## src/rtl/uart_tx_framed.sv

```systemverilog
// UART transmitter: configurable data width, parity and stop bits, with a one-entry holding
// register for back-to-back frames. Define UART_TX_FRAMED_CTS_EN to add cts_n flow control.
module uart_tx_framed #(
  parameter int unsigned SYSTEM_FREQ = 50_000_000,
  parameter int unsigned BAUD_RATE   = 115200,
  parameter int unsigned DATA_BITS   = 8,
  parameter int unsigned PARITY      = 0,
  parameter int unsigned STOP_BITS   = 1
) (
  input  logic                 clock,
  input  logic                 srst,
  input  logic [DATA_BITS-1:0] tx_data,
  input  logic                 tx_valid,
  output logic                 tx_ready,
  output logic                 tx_bit,
  output logic                 tx_busy,
  output logic                 tx_done
`ifdef UART_TX_FRAMED_CTS_EN
  ,
  input  logic                 cts_n
`endif
);

  localparam int unsigned DIVISOR = SYSTEM_FREQ / BAUD_RATE;
  localparam int unsigned CntW    = (DIVISOR < 2) ? 1 : $clog2(DIVISOR);
  localparam int unsigned BitW    = (DATA_BITS < 2) ? 1 : $clog2(DATA_BITS);

  localparam logic [CntW-1:0] BaudLast = CntW'(DIVISOR - 1);
  localparam logic [BitW-1:0] DataLast = BitW'(DATA_BITS - 1);
  localparam logic            StopLast = (STOP_BITS == 2);
  localparam logic            ParOdd   = (PARITY == 2);

  if (DIVISOR < 2 || DATA_BITS < 5 || DATA_BITS > 9 || PARITY > 2 ||
      (STOP_BITS != 1 && STOP_BITS != 2)) begin : g_bad_param
    $error("uart_tx_framed: illegal parameter combination");
  end

  typedef enum logic [2:0] {
    StIdle,
    StStart,
    StData,
    StParity,
    StStop
  } state_e;

  state_e               state_q, state_d;
  logic [CntW-1:0]      baud_q, baud_d;
  logic [BitW-1:0]      bit_q, bit_d;
  logic                 stop_q, stop_d;
  logic [DATA_BITS-1:0] shift_q, shift_d;
  logic                 par_q, par_d;
  logic [DATA_BITS-1:0] hold_q;
  logic                 hold_full_q;
  logic                 line_q, busy_q, done_q;

  logic line, done, load, accept, baud_tick, clear_to_send;

`ifdef UART_TX_FRAMED_CTS_EN
  logic [1:0] cts_sync_q;

  always_ff @(posedge clock) begin
    if (srst) begin
      cts_sync_q <= 2'b11;
    end else begin
      cts_sync_q <= {cts_sync_q[0], cts_n};
    end
  end

  assign clear_to_send = ~cts_sync_q[1];
`else
  assign clear_to_send = 1'b1;
`endif

  assign accept    = tx_valid & ~hold_full_q;
  assign baud_tick = (baud_q == BaudLast);

  always_comb begin
    state_d = state_q;
    baud_d  = baud_q + 1'b1;
    bit_d   = bit_q;
    stop_d  = stop_q;
    shift_d = shift_q;
    par_d   = par_q;
    line    = 1'b1;
    done    = 1'b0;
    load    = 1'b0;

    unique case (state_q)
      StIdle: begin
        baud_d = '0;
        load   = hold_full_q & clear_to_send;
      end
      StStart: begin
        line = 1'b0;
        if (baud_tick) begin
          baud_d  = '0;
          bit_d   = '0;
          state_d = StData;
        end
      end
      StData: begin
        line = shift_q[0];
        if (baud_tick) begin
          baud_d  = '0;
          shift_d = shift_q >> 1;
          if (bit_q == DataLast) begin
            stop_d = 1'b0;
            if (PARITY != 0) begin
              state_d = StParity;
            end else begin
              state_d = StStop;
            end
          end else begin
            bit_d = bit_q + 1'b1;
          end
        end
      end
      StParity: begin
        line = par_q;
        if (baud_tick) begin
          baud_d  = '0;
          stop_d  = 1'b0;
          state_d = StStop;
        end
      end
      StStop: begin
        if (baud_tick) begin
          baud_d = '0;
          if (stop_q == StopLast) begin
            done = 1'b1;
            load = hold_full_q & clear_to_send;
            if (!load) begin
              state_d = StIdle;
            end
          end else begin
            stop_d = stop_q + 1'b1;
          end
        end
      end
      default: state_d = StIdle;
    endcase

    // Shifter load overrides the per-state next values; parity is frozen with the word.
    if (load) begin
      state_d = StStart;
      baud_d  = '0;
      shift_d = hold_q;
      par_d   = (^hold_q) ^ ParOdd;
    end
  end

  always_ff @(posedge clock) begin
    if (srst) begin
      state_q     <= StIdle;
      baud_q      <= '0;
      bit_q       <= '0;
      stop_q      <= 1'b0;
      shift_q     <= '0;
      par_q       <= 1'b0;
      hold_q      <= '0;
      hold_full_q <= 1'b0;
      line_q      <= 1'b1;
      busy_q      <= 1'b0;
      done_q      <= 1'b0;
    end else begin
      state_q <= state_d;
      baud_q  <= baud_d;
      bit_q   <= bit_d;
      stop_q  <= stop_d;
      shift_q <= shift_d;
      par_q   <= par_d;
      if (accept) begin
        hold_q <= tx_data;
      end
      // accept needs an empty holder and load a full one, so they never collide.
      if (load) begin
        hold_full_q <= 1'b0;
      end else if (accept) begin
        hold_full_q <= 1'b1;
      end
      line_q <= line;
      busy_q <= (state_q != StIdle);
      done_q <= done;
    end
  end

  assign tx_ready = ~hold_full_q;
  assign tx_bit   = line_q;
  assign tx_busy  = busy_q;
  assign tx_done  = done_q;

endmodule

```

## config.mk

```make
export PLATFORM = sky130hd
export DESIGN_NAME = uart_tx_framed
export DESIGN_NICKNAME = d
export VERILOG_FILES = /design/src/rtl/uart_tx_framed.sv
export SDC_FILE = /design/constraint.sdc
export NUM_CORES = 1
export LEC_CHECK = 0
export ABC_CLOCK_PERIOD_IN_PS = 2320
export CAP_MARGIN = 0
export CORE_ASPECT_RATIO = 0.8
export CORE_MARGIN = 2
export CORE_UTILIZATION = 59
export CTS_BUF_LIST = sky130_fd_sc_hd__clkbuf_8
export DETAILED_ROUTE_END_ITERATION = 12
export PLACE_DENSITY = 0.82
export SETUP_SLACK_MARGIN = 0.1
export SLEW_MARGIN = 40
export SYNTH_ARGS = -nofsm -noshare
export SYNTH_HDL_FRONTEND = slang
export SYNTH_SLANG_ARGS = --single-unit
```

## constraint.sdc

```tcl
create_clock -name clock -period 2.32 [get_ports clock]
set_clock_uncertainty 0.1 [all_clocks]
set_input_delay 0.232 -clock clock [delete_from_list [all_inputs] [get_ports clock]]
set_output_delay 0.232 -clock clock [all_outputs]
set_load 0.01 [all_outputs]
```

# Word-level counts from Yosys, hierarchy flattened
# Cells that the tools add are included.
# word_totals
ff_bits,37
input_bits,11
out_inout_bits,4
elab_cells,86
# classes
addsub,3
eq_ne,22
muxes,29
bitwise_logic,5
reduce_logical,15
# ops
operator,count
2-to-1 mux 3 bit,10
2-to-1 mux 8 bit,3
!= test 3 bit (second input constant),7
!= test 2 bit (second input constant),9
one-hot mux 9 bit (2 select lines),1
AND reduction 8 bit,2
one-hot mux 3 bit (5 select lines),1
adder 9 x 1 -> 9 bit (second input constant),1
equality test 9 bit (second input constant),1
2-to-1 mux 1 bit,9
2-to-1 mux 9 bit,1
XOR reduction 8 bit,1
equality test 3 x 2 -> 1 bit (second input constant),2
equality test 3 bit (second input constant),2
one-hot mux 1 bit (3 select lines),2
one-hot mux 3 bit (2 select lines),1
nonzero test 2 bit,3
nonzero test 3 bit,2
AND reduction 5 bit,1
NOT 1 bit,4
AND reduction 4 bit,1
OR reduction 4 bit,1
adder 3 x 1 -> 3 bit (second input constant),1
equality test 3 x 1 -> 1 bit (second input constant),1
other kinds (7),7

# Depth between registers and ports, before layout
# depth
ltp_word,5
depth_mapped,8

# Least setup slack after synthesis
# OpenSTA, ideal clock, no wires.
# synth_path
path_kind,register -> register
startpoint,reg bit_q[0]
endpoint,reg bit_q[1]
setup_time_ns,0.128
arrival_ns,1.655
required_time_ns,2.092
path_slack_ns,0.437
path_stages_with_launch,7
n_path_buf,0
path_cell_list,dfxtp_1 ha_1 ha_1 or3b_4 a2111o_1 a32oi_1 nor2_1
# synth_between
elab_chain_cells,4
# synth_lines
item,line_no,source
start: declaration,48,"logic [BitW-1:0] bit_q, bit_d;"
start signal: assignment,168,bit_q <= bit_d;
adder 3 x 1 -> 3 bit,114,bit_d = bit_q + 1'b1;
2-to-1 mux 3 bit,106,if (bit_q == DataLast) begin
2-to-1 mux 3 bit,103,if (baud_tick) begin
one-hot mux 3 bit (2 select lines),88,unique case (state_q)
# Several ways; a longest one is shown, not always the timed one. The select of a mux whose other input is x is not followed.
# A chain may end at the register's enable or synchronous reset.

# Worst setup path after layout
# layout_path
startpoint,reg bit_q[0]
endpoint,reg bit_q[2]
# Same word-level chain as after synthesis.

==> out/results.txt <==
Status - completed
Met2 GRT Util - 0.376
Achievable frequency - 492 MHz
HPWL after DPL - 2370 um
Kind of critical path - flip-flop to flip-flop
P_sw - 0.306 mW
Crit Path Max Fanout - 3
Final setup vio count - 0
CTS tree - yes
Design Power - 1.25 mW
Critical path arrival - 2100 ps
Grt ovf - 0
Die area - 3230 um^2
Worst r2r src - bit_q[0]
Fin crit period - 2030 ps
Finished Cell Area - 1900 um^2
Total Neg Setup Slack - 0 ps
Comb pwr share - 0.109
Min-Delay Path Class - flip-flop to flip-flop
Crit start category - flip-flop
Final nets - 208
Post-synthesis instance total - 178
TritonCTS Sinks - 36
Fin Hold WS - 386 ps
Drc violations - 0
Reg-to-reg endpoint - bit_q[2]
Post-CTS Setup Bufs - 0
Initial antenna violation count - 0
Relative slew slack - 0.631
Hold Buf Count CTS - 0
Vias - 1378
Synth Net Count - 193
Non-filler instance count after layout - 232
Die width - 63.0 um
VDD IR-drop max - 468 uV
Final Cycle Share - 0.876
DR vias/cell - 5.94
Netlist Area Pre-Place - 1640 um^2
Dpl cell area - 1810 um^2
Root buf cell - clkbuf_8
Met1 Use GR - 0.268
Synth warn - 0
Max clock buf depth - 2
Least-Margin Pin Slew - 551 ps
Sequential share of power - 0.531
Switching Share - 0.245
Post-DRT Antenna Nets - 0
Hold EP - baud_q[0]
Max-slew violations - 0
Wire per inst - 14.8 um
Min-delay src - baud_q[0]
Avg Cell Area, Syn - 9.23 um^2
Placed cells - 224
Starting density of the core - 0.608
First-pass DRT Iterations - 4
RSZ-0062 raised after global routing - false
Leak - 0.640 nW
First-pass GRT wire length - 5500 um
Share of flip-flops with an asynchronous set or reset - 0
Req. time, crit path - 2390 ps
Power share of the clock group - 0.360
Crit end category - flip-flop
Post_cts resized - 0
Synth top cells by count - 36 x dfxtp_1, 26 x nor2_1, 14 x a21oi_1, 13 x xnor2_1, 9 x nand2_1
H-tree depth - 2
CORE AREA - 2700 um^2
Die Y - 51.2 um
Clk slew on worst S/H paths - 70 ps
Dpl ws - 347 ps
GR Util All Layers - 0.227
Grt met3 use - 0.0617
Final worst slack - 288 ps
Routed wire length - 3430 um
Largest area contributor in the netlist - dfxtp_1
Number of flops mapped to enable cells by yosys - 0
RePlAce Congestion - 0.852
FF-to-FF setup slack - 290 ps
Fin util - 0.702
Synth top area share - 0.439
Synth cell types - 40
Synth area leaders - dfxtp_1 44%, xnor2_1 6.9%, nor2_1 5.9%, mux2i_1 4.9%, a21oi_1 4.3%
Most numerous cell in the Yosys netlist - dfxtp_1
Largest net degree at the start of global routing - 20
PD cells - 658 nW/um^2
Max-capacitance violation count - 0
# rows - 17
Seq/Total Area, Yosys - 0.439
Reg2Reg Depth - 6
Final hold viol count - 0
Area Growth Syn to Fin - 15.4%
Flops & latches, synth - 36
Clk_lat worst skew - 290 ps
Worst Hold Depth - 1
Vias in the first global route - 1232
I/O pin count - 15
GRT busiest layer - met2
Fraction of layout cells with a size suffix above 1 - 0.0773
Buffers on Ports - 14
CTS Buf Count - 5
DR iter-0 viols - 112
Most used DFF post-synth - dfxtp_1
Int Pwr - 0.942 mW
N_diodes - 0
==> power groups by stage <==
stage	Sequential, mW	Clock (mW)	Combinational, mW
2_1_floorplan	0.669	0	0.0956
3_3_place_gp	0.675	0	0.126
3_5_place_dp	0.676	0	0.132
4_1_cts	0.662	0.456	0.136
5_1_grt	0.665	0.481	0.148
6_report	0.662	0.450	0.136
==> placed cells by master (no fill, tap or decap), types with 2 or more instances in the layout <==
| master | count |
|---|---|
| a211oi_1 | 2 |
| inv_1 | 7 |
| xnor2_1 | 13 |
| nor3b_1 | 2 |
| ha_1 | 4 |
| a21oi_1 | 14 |
| clkbuf_8 | 6 |
| nor3_1 | 5 |
| or3_1 | 2 |
| dfxtp_1 | 36 |
| nand3_1 | 7 |
| mux2i_1 | 8 |
| o211ai_1 | 7 |
| clkdlybuf4s50_1 | 14 |
| nand2_1 | 9 |
| a32oi_1 | 8 |
| buf_4 | 3 |
| nor2_1 | 26 |
==> final cells by class <==
class,instances,area [um^2]
Timing Repair Buffer,17,163
Sequential cell,36,721
Fill cell,221,806
Multi-Input combinational cell,128,856
Tap cell,38,47.5
Inverter,5,18.8
Clock buffer,6,82.6
Clock inverter,2,7.51
==> critical path, cell delays in order, from the launching register on <==
cell and delay (ps):
dfxtp_1 330, ha_1 220, ha_1 200, or3b_4 380
a2111o_1 450, a32oi_1 170, nor2_1 70
==> layer usage <==
metal  up-vias  routed length (um)
li1        667                   -
met1       639                1560
met2        62                1570
met3        10                 235
met4         0                  70
met5         -                   0
==> how the worst max path moves through the flow <==
stage                  start       end  slack (ps)  cells past startpoint
floorplan           bit_q[0]  bit_q[1]         440                      6
global placement    bit_q[0]  bit_q[1]         410                      6
detailed placement  bit_q[0]  bit_q[1]         350                      6
CTS                 bit_q[0]  bit_q[2]         330                      6
global route        bit_q[0]  bit_q[1]         220                      6
finish              bit_q[0]  bit_q[2]         290                      6
==> sequential cells by signal, summed over array words and instances, names as in the netlist, 3 cells and up <==
signal	cells
baud_q	9
shift_q	8
bit_q	3
hold_q	8
state_q	3
==> kinds of logic after synthesis <==
kind of cell | synth area share
AO/OA/AOI/OAI | 0.174
XOR/XNOR | 0.0746
adder cells (fa/ha/maj) | 0.0305
buffers and inverters | 0.0404
flip-flops | 0.439
multiplexers | 0.0487
AND/OR/NAND/NOR | 0.193
No activity file was read; power rests on OpenSTA's default activity.
